[src/rtl/breakout_game_ctrl_if.sv]
// -----------------------------------------------------------------------------
// breakout_game_ctrl_if
// Bundle of the signals exchanged between the Breakout game-state controller
// and the rest of the game (input sources, text overlay, graphics engine).
//
//   refr_tick   : one-cycle pulse per video frame (start of vertical blank)
//   btn[1:0]    : debounced player buttons, level; any bit high = pressed
//   miss        : one-cycle pulse, ball left through the bottom edge
//   all_cleared : level, no bricks remain
//   ball[2:0]   : balls remaining
//   won         : last game ended with all bricks cleared
//   gra_still   : graphics frozen
//   ball_reload : one-cycle pulse, graphics re-centres and launches the ball
//   show_rule   : rule text enabled
//   show_over   : end-of-game text enabled
//
// Modports: master drives the game inputs and observes the controller
// outputs; slave is the controller side.
// -----------------------------------------------------------------------------
interface breakout_game_ctrl_if;
  logic       refr_tick;
  logic [1:0] btn;
  logic       miss;
  logic       all_cleared;
  logic [2:0] ball;
  logic       won;
  logic       gra_still;
  logic       ball_reload;
  logic       show_rule;
  logic       show_over;

  modport master (
    output refr_tick, btn, miss, all_cleared,
    input  ball, won, gra_still, ball_reload, show_rule, show_over
  );

  modport slave (
    input  refr_tick, btn, miss, all_cleared,
    output ball, won, gra_still, ball_reload, show_rule, show_over
  );
endinterface

[src/rtl/breakout_game_ctrl.sv]
// -----------------------------------------------------------------------------
// breakout_game_ctrl
// Game-state controller for Breakout. Sequences NEWGAME -> PLAY -> NEWBALL /
// OVER, tracks balls remaining and the win/lose outcome, and runs the frame-
// counted delay used between balls and after the game ends.
//
// Ports:
//   clk : system clock
//   rst : asynchronous reset, active-high
//   bus : breakout_game_ctrl_if.slave (game inputs in, overlay/graphics out)
//
// Parameters:
//   BALLS_INIT   : balls granted at new game (1..7)
//   DELAY_FRAMES : new-ball / game-over delay in refresh ticks (1..255)
//
// All outputs are registered and are derived from the next state, so they
// always describe the state the controller is in after the clock edge.
// -----------------------------------------------------------------------------
module breakout_game_ctrl #(
  parameter int BALLS_INIT   = 3,
  parameter int DELAY_FRAMES = 120
) (
  input  logic                  clk,
  input  logic                  rst,
  breakout_game_ctrl_if.slave   bus
);

  localparam logic [2:0] S_NEWGAME = 3'd0;
  localparam logic [2:0] S_PLAY    = 3'd1;
  localparam logic [2:0] S_NEWBALL = 3'd2;
  localparam logic [2:0] S_OVER    = 3'd3;

  localparam logic [2:0] BALLS_RST = 3'(BALLS_INIT);
  localparam logic [7:0] DELAY_LD  = 8'(DELAY_FRAMES);

  logic [2:0] state_q, state_d;
  logic [7:0] timer_q, timer_d;
  logic [2:0] ball_q, ball_d;
  logic       won_q, won_d;
  logic       still_q, still_d;
  logic       reload_q, reload_d;
  logic       rule_q, rule_d;
  logic       over_q, over_d;

  logic       btnPressed;
  logic       timerDone;
  logic       timerLoad;

  assign btnPressed = |bus.btn;
  assign timerDone  = (timer_q == 8'd0);

  // Phase sequencing plus ball/won bookkeeping. In PLAY a clear takes
  // priority over a simultaneous miss, so a winning last brick never costs
  // a ball. A miss at ball<=1 (including a forced ball==0) ends the game.
  always_comb begin
    state_d   = state_q;
    ball_d    = ball_q;
    won_d     = won_q;
    timerLoad = 1'b0;
    case (state_q)
      S_NEWGAME: begin
        ball_d = BALLS_RST;
        if (btnPressed) state_d = S_PLAY;
      end
      S_PLAY: begin
        if (bus.all_cleared) begin
          state_d   = S_OVER;
          won_d     = 1'b1;
          timerLoad = 1'b1;
        end else if (bus.miss) begin
          timerLoad = 1'b1;
          if (ball_q > 3'd1) begin
            ball_d  = ball_q - 3'd1;
            state_d = S_NEWBALL;
          end else begin
            ball_d  = 3'd0;
            won_d   = 1'b0;
            state_d = S_OVER;
          end
        end
      end
      S_NEWBALL: begin
        if (timerDone && btnPressed) state_d = S_PLAY;
      end
      S_OVER: begin
        if (timerDone) begin
          state_d = S_NEWGAME;
          ball_d  = BALLS_RST;
          won_d   = 1'b0;
        end
      end
      default: begin
        state_d = S_NEWGAME;
        ball_d  = BALLS_RST;
        won_d   = 1'b0;
      end
    endcase
  end

  // Delay timer: a load always beats a coincident refresh tick, and the
  // count saturates at zero.
  always_comb begin
    timer_d = timer_q;
    if (timerLoad)
      timer_d = DELAY_LD;
    else if (bus.refr_tick && !timerDone)
      timer_d = timer_q - 8'd1;
  end

  // Output decode from the next state. The reload pulse fires only on the
  // edge that enters PLAY, so it can never last more than one cycle.
  always_comb begin
    still_d  = (state_d != S_PLAY);
    rule_d   = (state_d == S_NEWGAME);
    over_d   = (state_d == S_OVER);
    reload_d = (state_d == S_PLAY) && (state_q != S_PLAY);
  end

  always_ff @(posedge clk or posedge rst) begin
    if (rst) begin
      state_q  <= S_NEWGAME;
      timer_q  <= 8'd0;
      ball_q   <= BALLS_RST;
      won_q    <= 1'b0;
      still_q  <= 1'b1;
      reload_q <= 1'b0;
      rule_q   <= 1'b1;
      over_q   <= 1'b0;
    end else begin
      state_q  <= state_d;
      timer_q  <= timer_d;
      ball_q   <= ball_d;
      won_q    <= won_d;
      still_q  <= still_d;
      reload_q <= reload_d;
      rule_q   <= rule_d;
      over_q   <= over_d;
    end
  end

  assign bus.ball        = ball_q;
  assign bus.won         = won_q;
  assign bus.gra_still   = still_q;
  assign bus.ball_reload = reload_q;
  assign bus.show_rule   = rule_q;
  assign bus.show_over   = over_q;

endmodule

[src/flat_wrapper.sv]
// flat-port wrapper written by rule: the top's interface ports become plain ports
module breakout_game_ctrl_flat 
#(
  parameter int BALLS_INIT   = 3,
  parameter int DELAY_FRAMES = 120
)
  (clk, rst, bus_refr_tick, bus_btn, bus_miss, bus_all_cleared, bus_ball, bus_won, bus_gra_still, bus_ball_reload, bus_show_rule, bus_show_over);
  breakout_game_ctrl_if bus_i ();
  input  logic clk;
  input  logic rst;
  input wire logic [$bits(bus_i.refr_tick)-1:0] bus_refr_tick;
  input wire logic [$bits(bus_i.btn)-1:0] bus_btn;
  input wire logic [$bits(bus_i.miss)-1:0] bus_miss;
  input wire logic [$bits(bus_i.all_cleared)-1:0] bus_all_cleared;
  output wire logic [$bits(bus_i.ball)-1:0] bus_ball;
  output wire logic [$bits(bus_i.won)-1:0] bus_won;
  output wire logic [$bits(bus_i.gra_still)-1:0] bus_gra_still;
  output wire logic [$bits(bus_i.ball_reload)-1:0] bus_ball_reload;
  output wire logic [$bits(bus_i.show_rule)-1:0] bus_show_rule;
  output wire logic [$bits(bus_i.show_over)-1:0] bus_show_over;
  assign bus_i.refr_tick = bus_refr_tick;
  assign bus_i.btn = bus_btn;
  assign bus_i.miss = bus_miss;
  assign bus_i.all_cleared = bus_all_cleared;
  assign bus_ball = bus_i.ball;
  assign bus_won = bus_i.won;
  assign bus_gra_still = bus_i.gra_still;
  assign bus_ball_reload = bus_i.ball_reload;
  assign bus_show_rule = bus_i.show_rule;
  assign bus_show_over = bus_i.show_over;
  breakout_game_ctrl #(.BALLS_INIT(BALLS_INIT), .DELAY_FRAMES(DELAY_FRAMES)) u_core (.clk(clk), .rst(rst), .bus(bus_i));
endmodule
[config.mk]
export PLATFORM = sky130hd
export DESIGN_NAME = breakout_game_ctrl_flat
export DESIGN_NICKNAME = d
export VERILOG_FILES = /design/src/rtl/breakout_game_ctrl_if.sv /design/src/rtl/breakout_game_ctrl.sv /design/src/flat_wrapper.sv
export SDC_FILE = /design/constraint.sdc
export NUM_CORES = 1
export LEC_CHECK = 0
export CORE_MARGIN = 3
export CORE_UTILIZATION = 47
export CTS_BUF_LIST = sky130_fd_sc_hd__clkbuf_4 sky130_fd_sc_hd__clkbuf_8
export CTS_CLUSTER_DIAMETER = 50
export DETAILED_ROUTE_END_ITERATION = 10
export HOLD_SLACK_MARGIN = 0.05
export PLACE_DENSITY = 0.78
export SYNTH_ARGS = -nofsm -noshare
export SYNTH_HDL_FRONTEND = slang
export SYNTH_SLANG_ARGS = --single-unit
[constraint.sdc]
create_clock -name clk -period 2.15 [get_ports clk]
set_input_delay 0.5375 -clock clk [delete_from_list [all_inputs] [get_ports clk]]
set_output_delay 0.5375 -clock clk [all_outputs]
set_load 0.05 [all_outputs]
* Word level (Yosys, flattened, before mapping)
Index checks and enable logic that the tools add are counted.
** Word-level totals
- Register bits after elaboration :: 19
- Output and inout bits :: 8
** Operators by class
- Add/sub/neg operators :: 2
- Order comparisons :: 1
- Equal/unequal tests :: 12
- Muxes and demuxes :: 22
- Bitwise logic cells :: 2
- Reductions and logical operators :: 12
** Operators by type and width (number)
- $mux W3 :: 9
- $mux W8 :: 2
- $pmux W3 S4 :: 1
- $eq A3 B2 Y1 const B :: 3
- $pmux W3 S3 :: 1
- $logic_not A8 Y1 :: 1
- $mux W1 :: 8
- $reduce_and A4 Y1 :: 2
- $sub A8 B1 Y8 const B :: 1
- $eq A3 B1 Y1 const B :: 2
- $logic_not A3 Y1 :: 2
- $ne A3 B1 Y1 const B :: 2
- $ne A3 B3 Y1 const B :: 2
- $ne A2 B2 Y1 const B :: 2
- $reduce_or A2 Y1 :: 2
- $gt A3 B1 Y1 const B :: 1
- $logic_and A1 B1 Y1 :: 3
- $pmux W1 S3 :: 1
- $sub A3 B1 Y3 const B :: 1
- $ne A2 B1 Y1 const B :: 1
- $not A1 Y1 :: 2
- $reduce_bool A2 Y1 :: 1
- $logic_not A1 Y1 :: 1

* Logic depth before layout (Yosys ltp)
Gate-level depths: netlist of the first run.
- Depth in word-level cells :: 7
- Depth in mapped cells :: 7
- Depth with buffers taken out :: 7

* Least setup slack after synthesis of the first run
Ideal clock, no wire load.
- Path kind :: reg-to-reg
- Start point :: register u_core.timer_q[0]
- End point :: register u_core.won_q, in the netlist u_core.bus.won
- Setup time :: 122 ps
- Arrival time :: 1640 ps
- Required time :: 2028 ps
- Path slack :: 389 ps
- Cell stages (with the launch flop) :: 7
- Buffers on the path :: 0
- Clock period less this slack :: 1761 ps
- Path through :: dfrtp_1 > inv_1 > ha_1 > or4b_4 > o21ai_2 > o211ai_1 > a32o_1
** Between the ends
- Longest elaborated chain between the ends :: 3
** RTL lines
- start: declaration :: RTL line breakout_game_ctrl.sv:37 : logic [7:0] timer_q, timer_d;
- start signal: assignment :: RTL line breakout_game_ctrl.sv:131 : timer_q <= timer_d;
- $logic_not A8 Y1 :: RTL line breakout_game_ctrl.sv:50 : assign timerDone = (timer_q == 8'd0);
- $ne A2 B1 Y1 (no source line)
- $reduce_and A4 Y1 (no source line)
- end signal: assignment :: RTL line breakout_game_ctrl.sv:133 : won_q <= won_d;
- end: declaration :: RTL line breakout_game_ctrl.sv:39 : logic won_q, won_d;
Every way passes these cells.
A chain may end at the register's enable or synchronous reset.

* Worst setup path after layout of the first run
- Start point :: register u_core.won_q, in the netlist u_core.bus.won
- End point :: output port bus_won
** RTL lines
- end: declaration :: RTL line flat_wrapper.sv:16 : output wire logic [$bits(bus_i.won)-1:0] bus_won;
No word-level cell between the ends.

==> out/summary.txt, run 1 <==
nature of the critical path startpoint: flop
Mapped Avg Cell Area: 9.90 um2
delay-heaviest family, CP: buffers and inverters
CTS root buffer: clkbuf_4
setup repair bufs after CTS: 0
Initial Util: 0.533
slowest stage delay, CP: 810 ps
# rows: 15
# IOs: 15
# placed instances: 144
routability cong.: 0.848
R2R depth: 6
initial antenna violation count: 0
critical path class: flop to primary output
PwrDens: 816 mW/mm2
Post-DRT Antenna Nets: 0
die area: 0.00267 mm2
CP arrival: 1460 ps
worst-case clock buffer depth: 2
CTS tree: built
Clk Latency, worst-skew pair: 300 ps
PortBufs: 14
Final Hold Vio Count: 0
Slew headroom: 0.662
WL per Instance: 13.6 um
Slew Limit Fails: 0
max cap viols: 0
status: complete, no violations
R2R Path Start: u_core.timer_q[0]$_DFFE_PP0P_
yosys warns: 0
HP Class: flop to flop
Post-synth ARST share: 1.00
TNS Setup: 0 ps
Core Footprint: 0.00184 mm2
Buf/Inv on CP: 1
worst vdd ir: 0.438 mV
Layout Area Growth over Synthesis: 24.4%
cell area after synthesis: 980 um2
hold_buf cts: 0
nets: 133
global-route wire length before repair: 3440 um
most common cell after layout, fill and taps aside: dfrtp_1
slew of the pin with the lowest slew margin: 507 ps
critical-path cell list: clkdlybuf4s50_1
CTS Buf Count: 3
Post-synth EDFFs: 0
1st-iter DRT viols: 16
CP max FO: 2
GRT Total Usage: 0.176
post-synthesis sequential area ratio: 0.490
die height: 51.7 um
HPWL after DPL: 1540 um
Yosys cell types: 39
clock skew: 10.5 ps
Synth Instances: 99
f_max: 0.501 GHz
Final Cycle Share: 0.928
net count after synthesis: 108
HP Start: u_core.bus.ball[0]$_DFFE_PP1P_
crit end category: primary output
share of layout cells above drive strength 1: 0.187
setup slack, reg-to-reg: 180 ps
PnR Total Power: 0.995 mW
WP depth: 1
Static Leak: 0.540 nW
most frequent cells in the layout: dfrtp_1 (15), buf_4 (10), inv_1 (9), clkdlybuf4s50_1 (9), nand2_1 (8)
Main synth FF type: dfrtp_1
min Tclk post-route: 2000 ps
end of the worst hold path: u_core.bus.ball[0]$_DFFE_PP1P_
die width: 51.7 um
H-tree lvl count: 1
CP max-delay cell: clkdlybuf4s50_1
TritonRoute pass-1 iters: 4
FF+latch count, synth: 19
drt total wl: 2010 um
WP data required: 1610 ps
vias: 800
R2R Path End: u_core.bus.won$_DFFE_PP0P_
Worst-path clk slew: 90 ps
gr ovfl total: 0
final setup fails: 0
RSZ-0062 raised after global routing: no
pin count of the biggest net entering global routing: 20
clock sinks: 19
Hold Path Stages: 1
drt drc: 0
vias per cell: 5.41
vias in the first global route: 795
diodes inserted: 0
fin cells: 148
[cells in the mapped netlist, drive strengths merged, types with 3 or more instances]
cell type | n | share of area
o21ai | 5 | 0.029
nand3 | 3 | 0.015
nor2b | 3 | 0.019
dfstp | 4 | 0.11
nor3 | 5 | 0.026
a21oi | 4 | 0.020
inv | 9 | 0.034
nor2 | 7 | 0.027
nand2 | 8 | 0.031
dfrtp | 15 | 0.38
[logic make-up after synthesis]
logic type,synth area share
AND/OR/NAND/NOR,0.232
AO/OA/AOI/OAI,0.178
flip-flops,0.490
buffers and inverters,0.0345
XOR/XNOR,0.0358
adder cells (fa/ha/maj),0.0255
other,0.00383
[flip-flops by register name (all words and copies together) (netlist names)]
register,count
u_core.bus.won,1
u_core.bus.ball_reload,1
u_core.bus.gra_still,1
u_core.bus.show_rule,1
u_core.bus.ball,3
u_core.timer_q,8
u_core.bus.show_over,1
u_core.state_q,3
[worst max path at each step]
| stage | end | slack (ps) | startpoint |
|---|---|---|---|
| after floorplan | u_core.bus.won$_DFFE_PP0P_ | 390 | u_core.timer_q[0]$_DFFE_PP0P_ |
| after global placement | u_core.bus.show_rule$_DFF_PP1_ | 220 | bus_miss |
| after detailed placement | u_core.bus.ball[1]$_DFFE_PP1P_ | 160 | bus_miss |
| after CTS | bus_ball[2] | 60 | u_core.bus.ball[2]$_DFFE_PP0P_ |
| after global routing | bus_won | 110 | u_core.bus.won$_DFFE_PP0P_ |
| final | bus_won | 150 | u_core.bus.won$_DFFE_PP0P_ |
[through the flow]
stage                util  hold slack (ps)  setup slack [ps]  area [um2]
floorplan               -              486               389         980
global placement    0.645              513               221        1190
CTS                 0.661              529              55.7        1220
global route        0.663              548               111        1220
detailed placement  0.645              515               161        1190
finish              0.663              526               154        1220
[layer usage]
metal,up-vias,wire length (um),global-route usage
li1,406,-,-
met1,380,912,0.208
met2,9,1010,0.299
met3,5,46,0.0516
met4,0,34,0.0655
met5,-,0,0
[repair_timing]
item / CTS / global route
resized for setup: 0 / 1
endpoints found under the hold margin: 0 / 0
setup endpoints to repair: 0 / 1
[where the power goes]
part / internal, mW / switching (mW)
combinational: 0.134 / 0.169
sequential: 0.430 / 0.0746
clock: 0.0848 / 0.102
[final cells by class]
type                            count  area, um2
Fill cell                         170        621
Sequential cell                    19        480
Multi-Input combinational cell     71        465
Timing Repair Buffer               20        178
Inverter                            9       33.8
Tap cell                           25       31.3
Clock buffer                        4       30.0
Power figures use the tool's default switching activity.
==> run 2, diff against run 1 <==
--- a/config.mk
+++ b/config.mk
@@ -5,6 +5,7 @@
 export SDC_FILE = /design/constraint.sdc
 export NUM_CORES = 1
 export LEC_CHECK = 0
+export CAP_MARGIN = 20
 export CORE_MARGIN = 3
 export CORE_UTILIZATION = 47
 export CTS_BUF_LIST = sky130_fd_sc_hd__clkbuf_4 sky130_fd_sc_hd__clkbuf_8
@@ -12,6 +13,8 @@
 export DETAILED_ROUTE_END_ITERATION = 10
 export HOLD_SLACK_MARGIN = 0.05
 export PLACE_DENSITY = 0.78
+export SKIP_LAST_GASP = 1
+export SLEW_MARGIN = 20
 export SYNTH_ARGS = -nofsm -noshare
 export SYNTH_HDL_FRONTEND = slang
 export SYNTH_SLANG_ARGS = --single-unit
==> results of run 2 <==
The final DEF is identical to that of run 1; final timing and power are the same.
==> run 3, diff against run 2 <==
--- a/config.mk
+++ b/config.mk
@@ -13,7 +13,6 @@
 export DETAILED_ROUTE_END_ITERATION = 10
 export HOLD_SLACK_MARGIN = 0.05
 export PLACE_DENSITY = 0.78
-export SKIP_LAST_GASP = 1
 export SLEW_MARGIN = 20
 export SYNTH_ARGS = -nofsm -noshare
 export SYNTH_HDL_FRONTEND = slang
==> results of run 3 <==
The final DEF is identical to that of run 1; final timing and power are the same.
